===== src/rtl/quick_spi_pkg.sv =====
// Shared constants and state encoding for the quick_spi link.
package quick_spi_pkg;

    localparam int QSPI_BYTE_W = 8;
    localparam int QSPI_CNT_W  = 3;

    typedef enum logic {
        IDLE  = 1'b0,
        SHIFT = 1'b1
    } slave_state_e;

endpackage


===== src/rtl/quick_spi_sync.sv =====
// Multi-stage synchroniser for one asynchronous pin with registered rise/fall strobes.
// Edge strobes stay quiet until the chain holds real samples, so a level held across reset is not seen as an edge.
module quick_spi_sync #(
    parameter int   SYNC_STAGES = 2,
    parameter logic RESET_VAL   = 1'b0
) (
    input  logic clk,
    input  logic rst,
    input  logic d,
    output logic q,
    output logic rise,
    output logic fall
);

    logic [SYNC_STAGES-1:0] chain;
    logic                   prev;
    logic [SYNC_STAGES:0]   primed;

    assign q = chain[SYNC_STAGES-1];

    // NOTE: sequential state uses non-blocking assignments so every flop samples pre-edge values.
    always_ff @(posedge clk or negedge rst) begin
        if (!rst) begin
            chain  <= {SYNC_STAGES{RESET_VAL}};
            prev   <= RESET_VAL;
            primed <= '0;
            rise   <= 1'b0;
            fall   <= 1'b0;
        end else begin
            chain  <= {chain[SYNC_STAGES-2:0], d};
            prev   <= q;
            primed <= {primed[SYNC_STAGES-1:0], 1'b1};
            rise   <= primed[SYNC_STAGES] && q && !prev;
            fall   <= primed[SYNC_STAGES] && !q && prev;
        end
    end

endmodule


===== src/rtl/quick_spi_slave.sv =====
// Quick SPI target: mode 0, 8-bit MSB-first slave oversampled in the clk domain.
// Define QUICK_SPI_SLAVE_MISO_TRISTATE_EN to add miso_oe and hold miso while deselected.
module quick_spi_slave
    import quick_spi_pkg::*;
#(
    parameter int                     SYNC_STAGES = 2,
    parameter logic [QSPI_BYTE_W-1:0] IDLE_FILL   = 8'hFF
) (
    input  logic                   clk,
    input  logic                   rst,
    input  logic                   sck,
    input  logic                   ss_n,
    input  logic                   mosi,
    output logic                   miso,
`ifdef QUICK_SPI_SLAVE_MISO_TRISTATE_EN
    output logic                   miso_oe,
`endif
    input  logic [QSPI_BYTE_W-1:0] tx_data,
    input  logic                   tx_valid,
    output logic                   tx_ready,
    output logic [QSPI_BYTE_W-1:0] rx_data,
    output logic                   rx_valid,
    output logic                   busy,
    output logic                   tx_underrun,
    output logic                   frame_err
);

    logic sck_rise, sck_fall, sck_unused_level;
    logic ss_s, ss_rise, ss_fall;
    logic mosi_s, mosi_unused_rise, mosi_unused_fall;

    quick_spi_sync #(.SYNC_STAGES(SYNC_STAGES), .RESET_VAL(1'b0)) u_sck_sync (
        .clk(clk), .rst(rst), .d(sck), .q(sck_unused_level), .rise(sck_rise), .fall(sck_fall)
    );

    quick_spi_sync #(.SYNC_STAGES(SYNC_STAGES), .RESET_VAL(1'b1)) u_ss_sync (
        .clk(clk), .rst(rst), .d(ss_n), .q(ss_s), .rise(ss_rise), .fall(ss_fall)
    );

    quick_spi_sync #(.SYNC_STAGES(SYNC_STAGES), .RESET_VAL(1'b0)) u_mosi_sync (
        .clk(clk), .rst(rst), .d(mosi), .q(mosi_s), .rise(mosi_unused_rise), .fall(mosi_unused_fall)
    );

    slave_state_e                 state_q, state_d;
    logic [QSPI_CNT_W-1:0]        bit_cnt;
    logic [QSPI_BYTE_W-2:0]       rx_shift;
    logic [QSPI_BYTE_W-1:0]       tx_shift;
    logic [QSPI_BYTE_W-1:0]       tx_buf;
    logic                         tx_full;
    logic                         tx_take;
    logic                         load_tx, shift_tx, sample_rx, end_frame;

    assign tx_take = tx_valid && !tx_full;

    always_ff @(posedge clk or negedge rst) begin
        if (!rst) state_q <= IDLE;
        else      state_q <= state_d;
    end

    // NOTE: every output of this block gets a default first, so no path can infer a latch.
    always_comb begin
        state_d   = state_q;
        load_tx   = 1'b0;
        shift_tx  = 1'b0;
        sample_rx = 1'b0;
        end_frame = 1'b0;
        case (state_q)
            IDLE: begin
                if (ss_fall) begin
                    state_d = SHIFT;
                    load_tx = 1'b1;
                end
            end
            SHIFT: begin
                // A deselect outranks any sck edge seen in the same cycle.
                if (ss_rise) begin
                    state_d   = IDLE;
                    end_frame = 1'b1;
                end else if (sck_rise) begin
                    sample_rx = 1'b1;
                end else if (sck_fall) begin
                    if (bit_cnt == '0) load_tx  = 1'b1;
                    else               shift_tx = 1'b1;
                end
            end
            default: state_d = IDLE;
        endcase
    end

    always_ff @(posedge clk or negedge rst) begin
        if (!rst) begin
            bit_cnt     <= '0;
            rx_shift    <= '0;
            tx_shift    <= '0;
            tx_full     <= 1'b0;
            rx_data     <= '0;
            rx_valid    <= 1'b0;
            tx_underrun <= 1'b0;
            frame_err   <= 1'b0;
        end else begin
            rx_valid    <= 1'b0;
            tx_underrun <= 1'b0;
            frame_err   <= end_frame && (bit_cnt != '0);

            if (end_frame) begin
                bit_cnt <= '0;
            end else if (sample_rx) begin
                bit_cnt  <= bit_cnt + QSPI_CNT_W'(1);
                rx_shift <= {rx_shift[QSPI_BYTE_W-3:0], mosi_s};
                if (bit_cnt == '1) begin
                    rx_data  <= {rx_shift, mosi_s};
                    rx_valid <= 1'b1;
                end
            end

            // A byte accepted in the same cycle as a load waits for the next slot.
            if (load_tx) begin
                tx_shift    <= tx_full ? tx_buf : IDLE_FILL;
                tx_underrun <= !tx_full;
            end else if (shift_tx) begin
                tx_shift <= {tx_shift[QSPI_BYTE_W-2:0], 1'b0};
            end

            tx_full <= (tx_full && !load_tx) || tx_take;
        end
    end

    // NOTE: the payload register carries no reset; tx_full decides whether its contents are meaningful.
    always_ff @(posedge clk) begin
        if (tx_take) tx_buf <= tx_data;
    end

    assign tx_ready = !tx_full;
    assign busy     = !ss_s;

`ifdef QUICK_SPI_SLAVE_MISO_TRISTATE_EN
    assign miso    = tx_shift[QSPI_BYTE_W-1];
    assign miso_oe = !ss_s;
`else
    assign miso = (state_q == SHIFT) ? tx_shift[QSPI_BYTE_W-1] : 1'b0;
`endif

endmodule


===== config.mk =====
export PLATFORM = sky130hd
export DESIGN_NAME = quick_spi_slave
export DESIGN_NICKNAME = d
export VERILOG_FILES = /design/src/rtl/quick_spi_pkg.sv /design/src/rtl/quick_spi_sync.sv /design/src/rtl/quick_spi_slave.sv
export SDC_FILE = /design/constraint.sdc
export NUM_CORES = 1
export LEC_CHECK = 0
export BUFFER_PORTS_ARGS = -buffer_cell sky130_fd_sc_hd__buf_2
export CAP_MARGIN = 15
export CORE_ASPECT_RATIO = 0.5
export CORE_UTILIZATION = 49
export DETAILED_ROUTE_END_ITERATION = 12
export PLACE_DENSITY = 0.69
export SLEW_MARGIN = 5
export SYNTH_ARGS = -nofsm -noshare
export SYNTH_HDL_FRONTEND = slang
export SYNTH_SLANG_ARGS = --single-unit

===== constraint.sdc =====
create_clock -name clk -period 1.9 [get_ports clk]
set_input_delay 0.19 -clock clk [delete_from_list [all_inputs] [get_ports clk]]
set_output_delay 0.19 -clock clk [all_outputs]
set_load 0.03 [all_outputs]

==> impl_metrics.json, run 1 <==
{
  "status": "complete, no violations",
  "synthToLayoutAreaGrowth_pct": 14.5,
  "htreeDepth": 2,
  "crit_path_start": "bit_cnt[0]$_DFFE_PN0P_",
  "slowest_stage": "dfrtp_1",
  "synth-seq-area-share_pct": 65.4,
  "r2r-end": "tx_shift[5]$_DFFE_PN0P_",
  "hold_path_startpoint": "tx_data[5]",
  "ys_seq_elements": 54,
  "tritoncts": "yes",
  "fin_crit_sh_pct": 82.3,
  "die_x_um": 95.3,
  "reg2reg_depth": 6,
  "clk_latency_ns": 0.30,
  "placedCellCount": 232,
  "grt_pass1_vias": 1226,
  "min_to": "tx_buf[5]$_DFFE_PP_",
  "ios": 28,
  "start_util_pct": 52.8,
  "fin_setup_tns_ns": 0,
  "avgSynthCellArea_um2": 13.7,
  "die_h_um": 48.7,
  "antenna_found_initial": 0,
  "endpoint_kind": "register",
  "vias_per_cell": 5.03,
  "layout_common_cells": "dfrtp_1 (43), buf_2 (27), mux2_2 (23)",
  "postCtsSetupBuffers": 0,
  "grt_max_degree": 25,
  "setup_viol": 0,
  "yosysWarnings": 0,
  "gp_congestion": 0.752,
  "n_fill_cell": 324,
  "drv_cap": 0,
  "rsz0062_at_grt": "false",
  "path_clk_slew_ns": 0.09,
  "cts_buffers": 5,
  "dp_hpwl_um": 2220,
  "grt_pass1_wl_um": 5330,
  "worstPathArrival_ns": 1.77,
  "drive_gt1_share_pct": 34.2,
  "total_power_w": 0.00285,
  "worstPathCellList": "inv_1 -> ha_1 -> nor2b_1 -> buf_4 -> mux2_2 -> o221ai_1",
  "worstMarginPinSlew_ns": 0.584,
  "min_period_ns": 1.56,
  "io_buffers": 27,
  "holdCritPathClass": "primary input to register",
  "synth_edf_count": 8,
  "stdcell_count": 244,
  "holdPathStages": 1,
  "fmax_mhz": 640,
  "clk_path_buf_depth": 2,
  "worstSetupStartpointType": "register",
  "netlist_area_um2": 2130,
  "p_leak_nw": 1.19,
  "drc": 0,
  "first_pass_iters": 4,
  "maxSlewViolCount": 0,
  "cts_sinks": 54,
  "drt-total-wl_um": 3150,
  "dieArea_um2": 4640,
  "final_common_cell": "dfrtp_1",
  "track_usage_pct": 15.5,
  "rows": 16,
  "core-area_um2": 4040,
  "multiInputGateArea_um2": 623,
  "wl_per_cell_um": 12.9,
  "ant_nets": 0,
  "synth_cell_types": 29,
  "overflow": 0,
  "max-slew-margin-rel_pct": 61.1,
  "hold_buffers": 4,
  "hold_viol": 0,
  "r2r_start": "bit_cnt[0]$_DFFE_PN0P_",
  "regToRegSetupSlack_ns": 0.34,
  "netlist_instances": 156,
  "final_nets": 206,
  "diodes": 0,
  "path_max_fanout": 8,
  "synth_ff_type": "dfrtp_1",
  "final_util_pct": 60.4,
  "cts_root_buffer": "clkbuf_8",
  "worst_hold_slack_ns": 0.0582,
  "ir_drop_uv": 680,
  "clock_skew_ns": 0.00798,
  "postSynthNetCount": 173,
  "drt_iter0_drc": 58,
  "async_reset_ff_share_pct": 85.2,
  "powerDensity_nw_per_um2": 1170,
  "critPathMaxStageDelay_ns": 0.40,
  "vias": 1228,
  "seqCellArea_um2": 1400,
  "cts_resized": 0,
  "required_ns": 2.11,
  "crit_type": "register to register"
}
## sequential cells by signal, summed over array words and instances, names as in the netlist, 2 cells and up
register and cells:
u_mosi_sync.chain 2, rx_shift 7, bit_cnt 3, tx_shift 8, u_ss_sync.chain 2, u_ss_sync.primed 2
u_sck_sync.chain 2, rx_data 8, tx_buf 8
## worst max-delay path: cells and delay by family (launching register included)
kind | cells | cell delay, ns
AOI/OAI and AO/OA | 1 | 0.16
adders and majority gates | 1 | 0.17
buffers and inverters | 2 | 0.27
DFF | 1 | 0.40
muxes | 1 | 0.34
and+or+nand+nor | 1 | 0.13
## cells in the mapped netlist (2+ instances only)
cell,instances,area share (%)
dfrtp_1,43,50
mux2_2,23,12
inv_1,14,2.5
nor2b_1,10,2.9
nand3_1,9,2.1
edfxtp_1,8,11
o221ai_1,7,2.9
nor2_1,6,1.1
buf_2,5,1.2
nand2_1,5,0.88
buf_6,3,1.6
dfstp_2,3,3.7
ha_1,3,1.8
o22ai_1,2,0.59
## through the flow
stage                     cell area (um^2)  worst slack [ns]
after floorplan                       2130             0.444
after global placement                2320             0.398
after detailed placement              2320             0.337
after CTS                             2440             0.326
after global routing                  2440             0.204
final                                 2440             0.337
## final cells by class
type,count,share of cell area [%]
flip-flops and latches,54,57.1
multi-input cells,79,25.5
repair buffers,35,8.91
clock buffers,6,2.97
well taps,54,2.77
inverters,14,2.15
clock inverters,2,0.564
## routing by layer
| metal | track usage, % | part of all wire (%) |
|---|---|---|
| met2 | 25.2 | 46 |
| met1 | 19.3 | 49 |
| met5 | 0 | 0 |
| met4 | 5.30 | 1.3 |
| met3 | 5.66 | 4.1 |
## how the worst max path moves through the flow
stage	endpoint	slack [ns]	depth (start not counted)
after global routing	tx_shift[3]$_DFFE_PN0P_	0.20	6
after detailed placement	tx_shift[5]$_DFFE_PN0P_	0.34	6
after CTS	tx_shift[5]$_DFFE_PN0P_	0.33	6
after global placement	tx_shift[3]$_DFFE_PN0P_	0.40	6
after floorplan	tx_shift[1]$_DFFE_PN0P_	0.44	6
final	tx_shift[5]$_DFFE_PN0P_	0.34	6
## power by group
part / switching [W] / internal, W / leakage (nW)
clock: 0.000355 / 0.000263 / 0.0456
sequential: 0.000153 / 0.00141 / 0.649
combinational: 0.000348 / 0.000322 / 0.497
total: 0.000855 / 0.00199 / 1.19
## logic make-up (layout without fill, tap and decap cells)
kind of cell	after synthesis	in the layout	share of synthesized area, %
DFF	54	54	65.4
and+or+nand+nor	36	36	9.38
muxes	23	23	12.1
buffers and inverters	23	57	5.40
AOI/OAI and AO/OA	16	16	5.75
adders and majority gates	3	3	1.76
other	1	1	0.176
No activity file was read; power rests on OpenSTA's default activity.
==> run 2: changes to the inputs <==
- ABC_AREA: unset -> 1
- PLACE_DENSITY: 0.69 -> 0.7
- clock period: 1.9 -> 1.65 ns (I/O delays scaled with it)
==> run 2 against run 1 <==
Effect of this change: worst hold slack worse by 0.028 ns; critical path depth increased by 1; clock skew about the same; critical path type unchanged; highest routed layer unchanged.
==> impl_metrics.json, run 2 <==
{
  "crit_path_start": "bit_cnt[0]$_DFFE_PN0P_",
  "io_buffers": 27,
  "synth_cell_types": 25,
  "rsz0062_at_grt": "false",
  "cts_root_buffer": "clkbuf_8",
  "pwr-share-clk_pct": 26.0,
  "maxSlewViolCount": 0,
  "grt_max_degree": 47,
  "grt_pass1_vias": 1061,
  "synth_top_area_share_pct": 52.0,
  "cts_buffers": 5,
  "path_max_fanout": 9,
  "synth_most_common_cell": "nand2_1",
  "hold_viol": 0,
  "rows": 16,
  "p_switching_w": 0.000860,
  "dieArea_um2": 4500,
  "grt_pass1_wl_um": 4630,
  "track_usage_pct": 14.2,
  "synth_compound_gate_area_share_pct": 6.84,
  "cp-endpoint": "tx_shift[4]$_DFFE_PN0P_",
  "p_leak_nw": 1.20,
  "final_common_cell": "nand2_1",
  "fmax_mhz": 690,
  "die_x_um": 93.9,
  "core-area_um2": 3960,
  "ys_top_cells_by_area": "dfrtp_1 (52%), edfxtp_1 (12%), nand2_1 (8.2%), nand3_1 (3.9%), dfstp_2 (3.8%)",
  "setup_viol": 0,
  "drive_gt1_share_pct": 29.4,
  "drt-total-wl_um": 2890,
  "vias": 1236,
  "start_util_pct": 52.2,
  "n_fill_cell": 348,
  "htreeDepth": 2,
  "yosysTopAreaCell": "dfrtp_1",
  "synth_ff_type": "dfrtp_1",
  "holdPathStages": 1,
  "final_util_pct": 60.6,
  "synth_top_family_by_area": "simple AND/OR/NAND/NOR gates",
  "fin_area_um2": 2400,
  "postSynthNetCount": 201,
  "vias_per_cell": 4.49,
  "worstSetupStartpointType": "register",
  "first_pass_iters": 4,
  "yosysWarnings": 0,
  "p_int_w": 0.00217,
  "worstPathArrival_ns": 1.69,
  "clk_latency_ns": 0.30,
  "gp_congestion": 0.788,
  "synthAdderAreaFrac_pct": 1.81,
  "antenna_found_initial": 0,
  "dp_hpwl_um": 1930,
  "ys_seq_elements": 54,
  "r2r-end": "tx_shift[4]$_DFFE_PN0P_",
  "seqCellArea_um2": 1400,
  "drv_cap": 0,
  "crit_type": "register to register",
  "p_seq_share_pct": 56.3,
  "ir_drop_uv": 699,
  "diodes": 0,
  "min_period_ns": 1.45,
  "wl_per_cell_um": 10.5,
  "multiInputGateArea_um2": 579,
  "dpl_cell_area_um2": 2260,
  "synth_edf_count": 8,
  "synth-xor-area-share_pct": 0,
  "netlist_area_um2": 2070,
  "holdCritPathClass": "primary input to register",
  "path_clk_slew_ns": 0.09,
  "synth-seq-area-share_pct": 67.5,
  "r2r_start": "bit_cnt[0]$_DFFE_PN0P_",
  "muxShareOfSynthArea_pct": 0,
  "drc": 0,
  "regToRegSetupSlack_ns": 0.20,
  "reg_top3": "rx_data x8, tx_buf x8, tx_shift x8",
  "overflow": 0,
  "avgSynthCellArea_um2": 11.2,
  "required_ns": 1.89,
  "worstMarginPinSlew_ns": 0.560,
  "fin_crit_sh_pct": 87.8,
  "pwr-share-comb_pct": 17.7,
  "total_power_w": 0.00303,
  "layout_common_cells": "nand2_1 (45), dfrtp_1 (43), buf_2 (27)",
  "async_reset_ff_share_pct": 85.2,
  "clock_skew_ns": 0.00837,
  "synthTopCellsByCount": "nand2_1 (45), dfrtp_1 (43), nand3_1 (16)",
  "drt_iter0_drc": 39,
  "endpoint_kind": "register",
  "synthSimpleGateAreaFrac_pct": 19.2,
  "tritoncts": "yes",
  "powerDensity_nw_per_um2": 1260,
  "cts_sinks": 54,
  "status": "complete, no violations",
  "max-slew-margin-rel_pct": 62.7,
  "postCtsSetupBuffers": 0,
  "netlist_instances": 184,
  "synthToLayoutAreaGrowth_pct": 16.1,
  "switching_share_pct": 28.3,
  "fin_setup_tns_ns": 0,
  "clk_path_buf_depth": 2,
  "ios": 28,
  "final_nets": 237,
  "reg2reg_depth": 7,
  "ant_nets": 0,
  "die_h_um": 47.9
}
## run 2: power groups by stage
stage	clock network, W	registers (W)	logic (W)
after floorplan	0	0.00171	0.000410
after global placement	0	0.00173	0.000512
after detailed placement	0	0.00173	0.000537
after CTS	0.000823	0.00171	0.000544
after global routing	0.000866	0.00173	0.000620
final	0.000790	0.00171	0.000537
## run 2: timing repair
item,4_1_cts,5_1_grt
endpoints found under the hold margin,46,0
gates resized for setup,0,0
setup endpoints to repair,0,0
hold buffers,4,0
## run 2: how the worst min path moves through the flow
| stage | start | to | slack (ns) |
|---|---|---|---|
| floorplan | rst | bit_cnt[0]$_DFFE_PN0P_ | -0.13 |
| global placement | rst | u_ss_sync.primed[0]$_DFF_PN0_ | 0.27 |
| detailed placement | ss_n | u_ss_sync.chain[0]$_DFF_PN1_ | 0.27 |
| CTS | tx_data[7] | tx_buf[7]$_DFFE_PP_ | 0.02 |
| global route | tx_data[6] | tx_buf[6]$_DFFE_PP_ | 0.01 |
| finish | tx_data[1] | tx_buf[1]$_DFFE_PP_ | 0.03 |
## run 2: logic make-up after synthesis
group | after synthesis
AOI/OAI and AO/OA | 21
other | 1
adders and majority gates | 3
DFF | 54
buffers and inverters | 22
and+or+nand+nor | 83
## run 2: area by class of cell
class | count | area share [%]
clock inverters | 1 | 0.365
clock buffers | 7 | 4.01
well taps | 54 | 2.81
repair buffers | 32 | 7.61
inverters | 19 | 2.97
multi-input cells | 108 | 24.1
flip-flops and latches | 54 | 58.1
## run 2: critical path, stage by stage (launching register included)
cell     delay [ns]
dfrtp_1        0.36
inv_1          0.07
ha_1           0.22
nand3_1        0.15
nor2_1         0.08
nor2_2         0.30
nand3_1        0.13
nand3_1        0.09
## run 2: metal layers
layer	global-route usage, %	wire length (um)
met1	19.6	1510
met2	21.0	1230
met3	5.24	144
met4	5.54	14
met5	0	0
## run 2: stage by stage
step	setup WS, ns	instances	hold WS, ns
final	0.201	275	0.0307
after global routing	0.0602	275	0.0105
after global placement	0.296	263	0.270
after CTS	0.195	275	0.0209
after detailed placement	0.211	263	0.271
after floorplan	0.172	184	-0.131
